<file path="config.mk">
export PLATFORM = sky130hd
export DESIGN_NAME = router_fifo_buf
export DESIGN_NICKNAME = d
export VERILOG_FILES = /design/src/rtl/router_pkg.sv /design/src/rtl/router_fifo_mem.sv /design/src/rtl/router_fifo_buf.sv
export SDC_FILE = /design/constraint.sdc
export NUM_CORES = 1
export LEC_CHECK = 0
export BUFFER_PORTS_ARGS = -buffer_cell sky130_fd_sc_hd__buf_2
export CAP_MARGIN = 20
export CORE_MARGIN = 5
export CORE_UTILIZATION = 45
export CTS_CLUSTER_DIAMETER = 80
export CTS_CLUSTER_SIZE = 30
export DETAILED_ROUTE_END_ITERATION = 10
export SYNTH_ARGS = -nofsm -noshare
export SYNTH_HDL_FRONTEND = slang
export SYNTH_SLANG_ARGS = --single-unit
</file>
<file path="constraint.sdc">
create_clock -name clk -period 3.4 [get_ports clk]
set_input_delay 0.68 -clock clk [delete_from_list [all_inputs] [get_ports clk]]
set_output_delay 0.68 -clock clk [all_outputs]
set_load 0.01 [all_outputs]
</file>
<file path="src/rtl/router_pkg.sv">
// Shared router constants: byte width and header field positions.
// No logic; used by the sync block, register stage and output FIFOs.
// Header byte layout: [7:2] payload length, [1:0] destination address.
package router_pkg;
  localparam int WIDTH        = 8;
  localparam int HDR_LEN_MSB  = 7;
  localparam int HDR_LEN_LSB  = 2;
  localparam int HDR_ADDR_MSB = 1;
  localparam int HDR_ADDR_LSB = 0;
  localparam int MAX_PAYLOAD  = 63;
endpackage

</file>
<file path="src/rtl/router_fifo_mem.sv">
// Simple dual-port register array: one synchronous write port, one async read port.
// Latency: write visible on rdata the cycle after the write edge; read is combinational.
// Backpressure: none; the caller guarantees writes only go to free entries.
module router_fifo_mem #(
  parameter int DEPTH = 16,
  parameter int DW    = 9,
  parameter int AW    = 4
) (
  input  logic          clk,
  input  logic          we,
  input  logic [AW-1:0] waddr,
  input  logic [DW-1:0] wdata,
  input  logic [AW-1:0] raddr,
  output logic [DW-1:0] rdata
);

  logic [DW-1:0] mem [DEPTH];

  // Storage write; contents need no reset since no entry is read before it is written.
  always_ff @(posedge clk) begin
    if (we) mem[waddr] <= wdata;
  end

  assign rdata = mem[raddr];

endmodule

</file>
<file path="src/rtl/router_fifo_buf.sv">
// Per-destination output FIFO tagging header bytes and flagging the last byte of each packet.
// Latency: written byte poppable next cycle; popped byte on dout one cycle after read_enb.
// Backpressure: writes while full are dropped; reads while empty return dout_valid = 0.
module router_fifo_buf #(
  parameter int DEPTH = 16,
  parameter int WIDTH = 8,
  parameter int AW    = 4
) (
  input  logic             clk,
  input  logic             rst,
  input  logic             soft_rst,
  input  logic             write_enb,
  input  logic             read_enb,
  input  logic             lfd_state,
  input  logic [WIDTH-1:0] din,
  output logic [WIDTH-1:0] dout,
  output logic             dout_valid,
  output logic             dout_last,
  output logic             full,
  output logic             empty
);
  import router_pkg::*;

  logic [AW:0]      wr_ptr;
  logic [AW:0]      rd_ptr;
  logic             lfd_q;
  logic [6:0]       pkt_cnt;
  logic             do_wr;
  logic             do_rd;
  logic [WIDTH:0]   rd_entry;
  logic             rd_hdr;
  logic [WIDTH-1:0] rd_byte;
  logic [6:0]       hdr_cnt;

  // Extra pointer MSB distinguishes full from empty when the low bits match.
  assign empty = (wr_ptr == rd_ptr);
  assign full  = (wr_ptr[AW] != rd_ptr[AW]) && (wr_ptr[AW-1:0] == rd_ptr[AW-1:0]);

  // Flags use pre-edge pointers, so a write at full is dropped even with a concurrent read.
  assign do_wr = write_enb && !full && !soft_rst;
  assign do_rd = read_enb && !empty && !soft_rst;

  assign rd_hdr  = rd_entry[WIDTH];
  assign rd_byte = rd_entry[WIDTH-1:0];
  // Count payload bytes plus the trailing parity byte.
  assign hdr_cnt = 7'(rd_byte[HDR_LEN_MSB:HDR_LEN_LSB]) + 7'd1;

  router_fifo_mem #(
    .DEPTH (DEPTH),
    .DW    (WIDTH + 1),
    .AW    (AW)
  ) u_mem (
    .clk   (clk),
    .we    (do_wr),
    .waddr (wr_ptr[AW-1:0]),
    .wdata ({lfd_q, din}),
    .raddr (rd_ptr[AW-1:0]),
    .rdata (rd_entry)
  );

  // Write side: header tag delay (register stage emits header one cycle after lfd_state) and write pointer.
  always_ff @(posedge clk or posedge rst) begin
    if (rst) begin
      wr_ptr <= '0;
      lfd_q  <= 1'b0;
    end else if (soft_rst) begin
      wr_ptr <= '0;
      lfd_q  <= 1'b0;
    end else begin
      lfd_q <= lfd_state;
      if (do_wr) wr_ptr <= wr_ptr + (AW+1)'(1);
    end
  end

  // Read side: pop into the output register and track remaining bytes of the current packet.
  always_ff @(posedge clk or posedge rst) begin
    if (rst) begin
      rd_ptr     <= '0;
      pkt_cnt    <= '0;
      dout       <= '0;
      dout_valid <= 1'b0;
      dout_last  <= 1'b0;
    end else if (soft_rst) begin
      rd_ptr     <= '0;
      pkt_cnt    <= '0;
      dout       <= '0;
      dout_valid <= 1'b0;
      dout_last  <= 1'b0;
    end else if (do_rd) begin
      rd_ptr     <= rd_ptr + (AW+1)'(1);
      dout       <= rd_byte;
      dout_valid <= 1'b1;
      dout_last  <= !rd_hdr && (pkt_cnt == 7'd1);
      if (rd_hdr) begin
        pkt_cnt <= hdr_cnt;
      end else if (pkt_cnt != 7'd0) begin
        pkt_cnt <= pkt_cnt - 7'd1;
      end
    end else begin
      // dout keeps its last value; the qualifiers drop.
      dout_valid <= 1'b0;
      dout_last  <= 1'b0;
    end
  end

endmodule

</file>
=== Word-level counts from Yosys, hierarchy flattened ===
Memory sizes are Yosys's and may differ from the RTL's.
Cells that the tools add are included.

* Output and inout port bits: 12
* Register bits: 28
* Logic and storage cells: 48
* Memories kept: 1
* RAM bits: 144

{| class="wikitable"
|+ Memory list
! memory !! depth !! width !! read ports !! clocked after memory_dff !! wr ports !! line !! RTL
|-
| u_mem.mem || 16 || 9 || 1 || 0 || 1 || router_fifo_mem.sv:17 || <nowiki>logic [DW-1:0] mem [DEPTH];</nowiki>
|}

* Equal/unequal tests: 4
* Muxes and demuxes: 17
* Reductions and logical operators: 15
* Add/sub/neg operators: 4

{| class="wikitable"
|+ Operators with widths
! kind !! number
|-
| 7-bit 2-to-1 mux || 4
|-
| 5-bit 2-to-1 mux || 4
|-
| 8-bit 2-to-1 mux || 2
|-
| 5-bit by 1-bit adder with 5-bit output (second input constant) || 2
|-
| 6-bit by 1-bit adder with 7-bit output (second input constant) || 1
|-
| 7-bit by 1-bit == test with 1-bit output (second input constant) || 1
|-
| 1-bit 2-to-1 mux || 7
|-
| 7-bit nonzero test || 1
|-
| 7-bit by 1-bit subtractor with 7-bit output (second input constant) || 1
|-
| 1-bit logical AND || 6
|-
| 5-bit == test || 1
|-
| 4-bit == test || 1
|-
| 1-bit logical NOT || 4
|-
| 2-bit nonzero test || 2
|-
| 3-bit nonzero test || 1
|-
| 2-bit AND reduction || 1
|-
| 1-bit != test || 1
|}

=== Logic depth before layout (Yosys ltp) ===
* Depth after elaboration: 7
* Depth in mapped cells: 11

=== Modules after synthesis ===
A second synthesis with hierarchy kept.

* Cells, all modules: 415
* Area total of the unflattened synthesis: 7178.1 µm²

{| class="wikitable"
|+ By module, submodules not included
! module !! area an instance (µm²) !! cells an instance !! instances !! seq. area each (µm²)
|-
| router_fifo_mem || 5600.4 || 245 || 1 || 4324.1
|-
| router_fifo_buf || 1577.8 || 170 || 1 || 700.7
|}

=== Worst setup path after synthesis ===
Ideal clock, no wire load.

* Kind: register -> register
* Start: register rd_ptr[0]
* End: memory u_mem.mem[13][0], enable pin
* Clock period less this slack: 2793 ps
* Cell stages (with the launch flop): 8
* Buffers on the path: 3
* Required time: 2997 ps
* Data arrival time: 2391 ps
* Setup slack: 607 ps
* Path through: dfrtp_1 > buf_6 > buf_4 > xnor2_1 > nand4_1 > o21ai_1 > buf_1 > nor4b_1

* Longest elaborated chain between the ends: 7

{| class="wikitable"
|+ RTL lines
! item !! line !! RTL
|-
| from (decl) || router_fifo_buf.sv:25 || <nowiki>logic [AW:0] rd_ptr;</nowiki>
|-
| from (signal assigned) || router_fifo_buf.sv:90 || <nowiki>rd_ptr <= rd_ptr + (AW+1)'(1);</nowiki>
|-
| 4-bit == test || router_fifo_buf.sv:37 || <nowiki>assign full = (wr_ptr[AW] != rd_ptr[AW]) && (wr_ptr[AW-1:0] == rd_ptr[AW-1:0]);</nowiki>
|-
| 1-bit logical AND || router_fifo_buf.sv:37 ||
|-
| 1-bit logical NOT || router_fifo_buf.sv:40 || <nowiki>assign do_wr = write_enb && !full && !soft_rst;</nowiki>
|-
| 1-bit logical AND (2 in a row) || router_fifo_buf.sv:40 ||
|-
| 1-bit 2-to-1 mux || router_fifo_mem.sv:21 || <nowiki>if (we) mem[waddr] <= wdata;</nowiki>
|-
| 1-bit 2-to-1 mux (implied by the code) || router_fifo_mem.sv:21 ||
|-
| to (decl) || router_fifo_mem.sv:17 ||
|}

Every way passes these cells.

=== Worst setup path in the final report ===
* Start: register rd_ptr[0]
* End: register pkt_cnt[5]

* Longest elaborated chain between the ends: 6

{| class="wikitable"
|+ RTL lines
! item !! line !! RTL
|-
| branches (longest 6 deep; another with memory read 16 x 9 bit) || n/a ||
|-
| to (signal assigned) || router_fifo_buf.sv:95 || <nowiki>pkt_cnt <= hdr_cnt;</nowiki>
|-
| to (signal assigned) || router_fifo_buf.sv:97 || <nowiki>pkt_cnt <= pkt_cnt - 7'd1;</nowiki>
|-
| to (decl) || router_fifo_buf.sv:27 || <nowiki>logic [6:0] pkt_cnt;</nowiki>
|}

Parallel ways; which one is timed is not known. The select of a mux whose other input is x is not followed.
A chain may end at the register's enable or synchronous reset.

==> flow_metrics.tcl <==
set metrics [dict create \
    synth.cell_area_um2 7290 \
    slew_headroom_pct 35.7 \
    yosys.area.top_type_share_pct 59.3 \
    gp_congestion 0.843 \
    setup_viol 0 \
    end_kind "flop" \
    tritoncts "yes" \
    routed_wl_mm 16.5 \
    path_class "flop to flop" \
    grt_pass1_wl_mm 25.0 \
    cp_max_fo 15 \
    yosysTopAreaCell "edfxtp_1" \
    nets 500 \
    clk_latency_ns 0.43 \
    grt_antenna_before_repair 0 \
    gr-usage-all-layers_pct 18.8 \
    synth-seq-area-share_pct 68.9 \
    swShare_pct 24.6 \
    worst_slew_pin_slew_ns 0.958 \
    clkSlewWorstSetupHoldPaths_ns 0.07 \
    worst-endpoint-arrival_ns 3.31 \
    intPower_mw 3.76 \
    comb_power_share_pct 11.9 \
    yosys-top-cells-count "edfxtp_1, nand2_1, mux4_2" \
    die_h_um 137 \
    yosysWarningCount 0 \
    ys.flop_type "edfxtp_1" \
    hold_viol 0 \
    outcome "finished clean" \
    slew_viol_final 0 \
    hold_buffers 0 \
    drtAntennaViolNets 0 \
    syn_avg_cell_area_um2 16.7 \
    core_um2 15900 \
    grt_overflow 0 \
    fp.dieW_um 137 \
    grt_max_degree 29 \
    synthArstFlopShare_pct 16.3 \
    placed_area_um2 7710 \
    rsz0062_at_grt "false" \
    tns_ns 0 \
    avgViaCountPerCell 5.70 \
    via_count 4033 \
    grt_pass1_vias 4006 \
    area_delta_synth_final_pct 14.5 \
    cap_violations 0 \
    max_freq_mhz 341 \
    dr.pass1.iters 5 \
    cts_buffers 17 \
    p_per_area_nw_per_um2 597 \
    synth_enable_flop_cells 144 \
    synthCells 437 \
    post_cts_buffers 0 \
    switchingPower_mw 1.23 \
    layout-drive-gt1-share_pct 23.8 \
    antenna-diode-count 0 \
    clock_skew_ns 0.00892 \
    htree_num_levels 4 \
    clockBufferDepth 2 \
    cts_resized 0 \
    ys_seq_elements 172 \
    p_seq_share_pct 47.7 \
    pwr-share-clk_pct 40.4 \
    yosysMostFrequentCell "edfxtp_1" \
    drc 0 \
    fin_crit_ns 2.94 \
    n_fill_cell 1328 \
    io_buffer_count 25 \
    cts_sinks 172 \
    place_hpwl_mm 11.1 \
    drt_first_iter_violations 332 \
    io_pins 26 \
    synth.area.top_cells "edfxtp_1, dfrtp_1, mux4_2, mux4_1, nand2_1" \
    synth.distinct_cells 52 \
    dieArea_um2 18800 \
    route.detailed.wl_per_inst_um 23.4 \
    cp.required_ns 3.77 \
    ir_worst_vdd_uv 425 \
    layout_worst_path_cycle_share_pct 86.3 \
    clockRootBuffer "clkbuf_16" \
    worstSetupStartpointType "flop" \
    fin_area_um2 8350 \
    start_util_pct 45.9 \
    synth.net_count 459 \
    core.rowCount 46 \
    hp-class "input pin to async pin" \
    reg2reg_depth 8 \
    p_leak_nw 2.90 \
]
## registers in the layout (all words and copies together) (netlist names)
signal and cells:
dout 8, dout_last 1, dout_valid 1, lfd_q 1, pkt_cnt 7, rd_ptr 5
u_mem.mem 144, wr_ptr 5
## power by group through the flow
stage	logic, mW	clock network (mW)	registers, mW
after floorplan	0.428	0	2.40
after global placement	0.587	0	2.42
after detailed placement	0.587	0	2.42
after CTS	0.590	2.05	2.38
after global routing	0.647	2.15	2.38
final	0.593	2.01	2.38
## kinds of logic (layout without fill, tap and decap cells)
| family | Yosys count | in the layout | share of synthesized area (%) |
|---|---|---|---|
| and+or+nand+nor | 111 | 111 | 7.71 |
| AOI/OAI and AO/OA | 48 | 48 | 4.72 |
| adders and majority gates | 8 | 8 | 1.37 |
| xor gates and xnor gates | 15 | 15 | 1.80 |
| muxes | 46 | 46 | 12.9 |
| buffers and inverters | 37 | 91 | 2.63 |
| DFF | 172 | 172 | 68.9 |
## metrics by stage
step                      worst slack, ns  power (mW)  hold slack [ns]  util (%)  cells
after detailed placement            0.549        3.01            0.514      48.5    674
after CTS                           0.454        5.01            0.451      52.4    706
after global placement              0.559        3.01            0.510      48.5    674
final                               0.465        4.98            0.206      52.6    707
after floorplan                     0.607        2.83            0.509         -    437
after global routing                0.279        5.18            0.204      52.6    707
## path summary, 6_finish.rpt
| check | startpoint | end | slack, ns |
|---|---|---|---|
| worst max-delay path | rd_ptr[0] | pkt_cnt[5] | 0.46 |
| worst min-delay path | rst | dout[6] | 0.21 |
| worst max register to register | rd_ptr[0] | pkt_cnt[5] | 0.46 |
| worst min register to register | dout[5] | dout[5] | 0.52 |
| max in group asynchronous | rst | rd_ptr[0] | 2.75 |
| min in group clk | lfd_state | lfd_q | 0.46 |
## cell type report
class | instances | area [µm²] | area share (%)
well taps | 216 | 270 | 3.24
multi-input cells | 228 | 2090 | 25.0
clock buffers | 18 | 429 | 5.14
repair buffers | 46 | 303 | 3.63
clock inverters | 14 | 184 | 2.20
flip-flops and latches | 172 | 5030 | 60.2
inverters | 13 | 48.8 | 0.584
## per-layer routing
| metal | GRT usage (%) | vias up | share of wire (%) |
|---|---|---|---|
| li1 | - | 1799 | - |
| met1 | 25.9 | 2070 | 44 |
| met2 | 29.1 | 146 | 48 |
| met3 | 5.70 | 18 | 5.9 |
| met4 | 5.88 | 0 | 1.7 |
| met5 | 0 | - | 0 |
## worst max-delay path, cell delays in order, from the launching register on
cell and delay [ns]:
dfrtp_2 0.65, buf_4 0.35, mux4_1 0.68, nor3_1 0.18, a211o_1 0.22, buf_4 0.23, nor4b_1 0.34, nor4_1 0.14
nand2_1 0.08
## cells in the final DEF, fill, tap and decap left out, types with 3 or more instances in the layout
| master | count |
|---|---|
| a21oi_1 | 15 |
| mux2i_1 | 7 |
| o21ai_1 | 3 |
| clkinv_4 | 4 |
| nor2b_1 | 6 |
| xor2_1 | 4 |
| clkbuf_16 | 17 |
| and3_1 | 4 |
| a22o_1 | 4 |
| buf_2 | 25 |
| inv_1 | 10 |
| dfrtp_1 | 26 |
| edfxtp_1 | 144 |
| xnor2_1 | 11 |
| buf_4 | 20 |
| nand3_1 | 5 |
| a21o_1 | 3 |
| nor4b_1 | 3 |
| nor3_1 | 4 |
| and2_1 | 13 |
| mux4_2 | 30 |
| and4_1 | 3 |
| mux4_1 | 6 |
| ha_1 | 8 |
| a22oi_1 | 3 |
| nor2_1 | 25 |
| nand2_1 | 32 |
| nand4_1 | 6 |
| nor4_1 | 4 |
| inv_6 | 4 |
| bufinv_16 | 3 |
(Power assumes the default switching activity.)
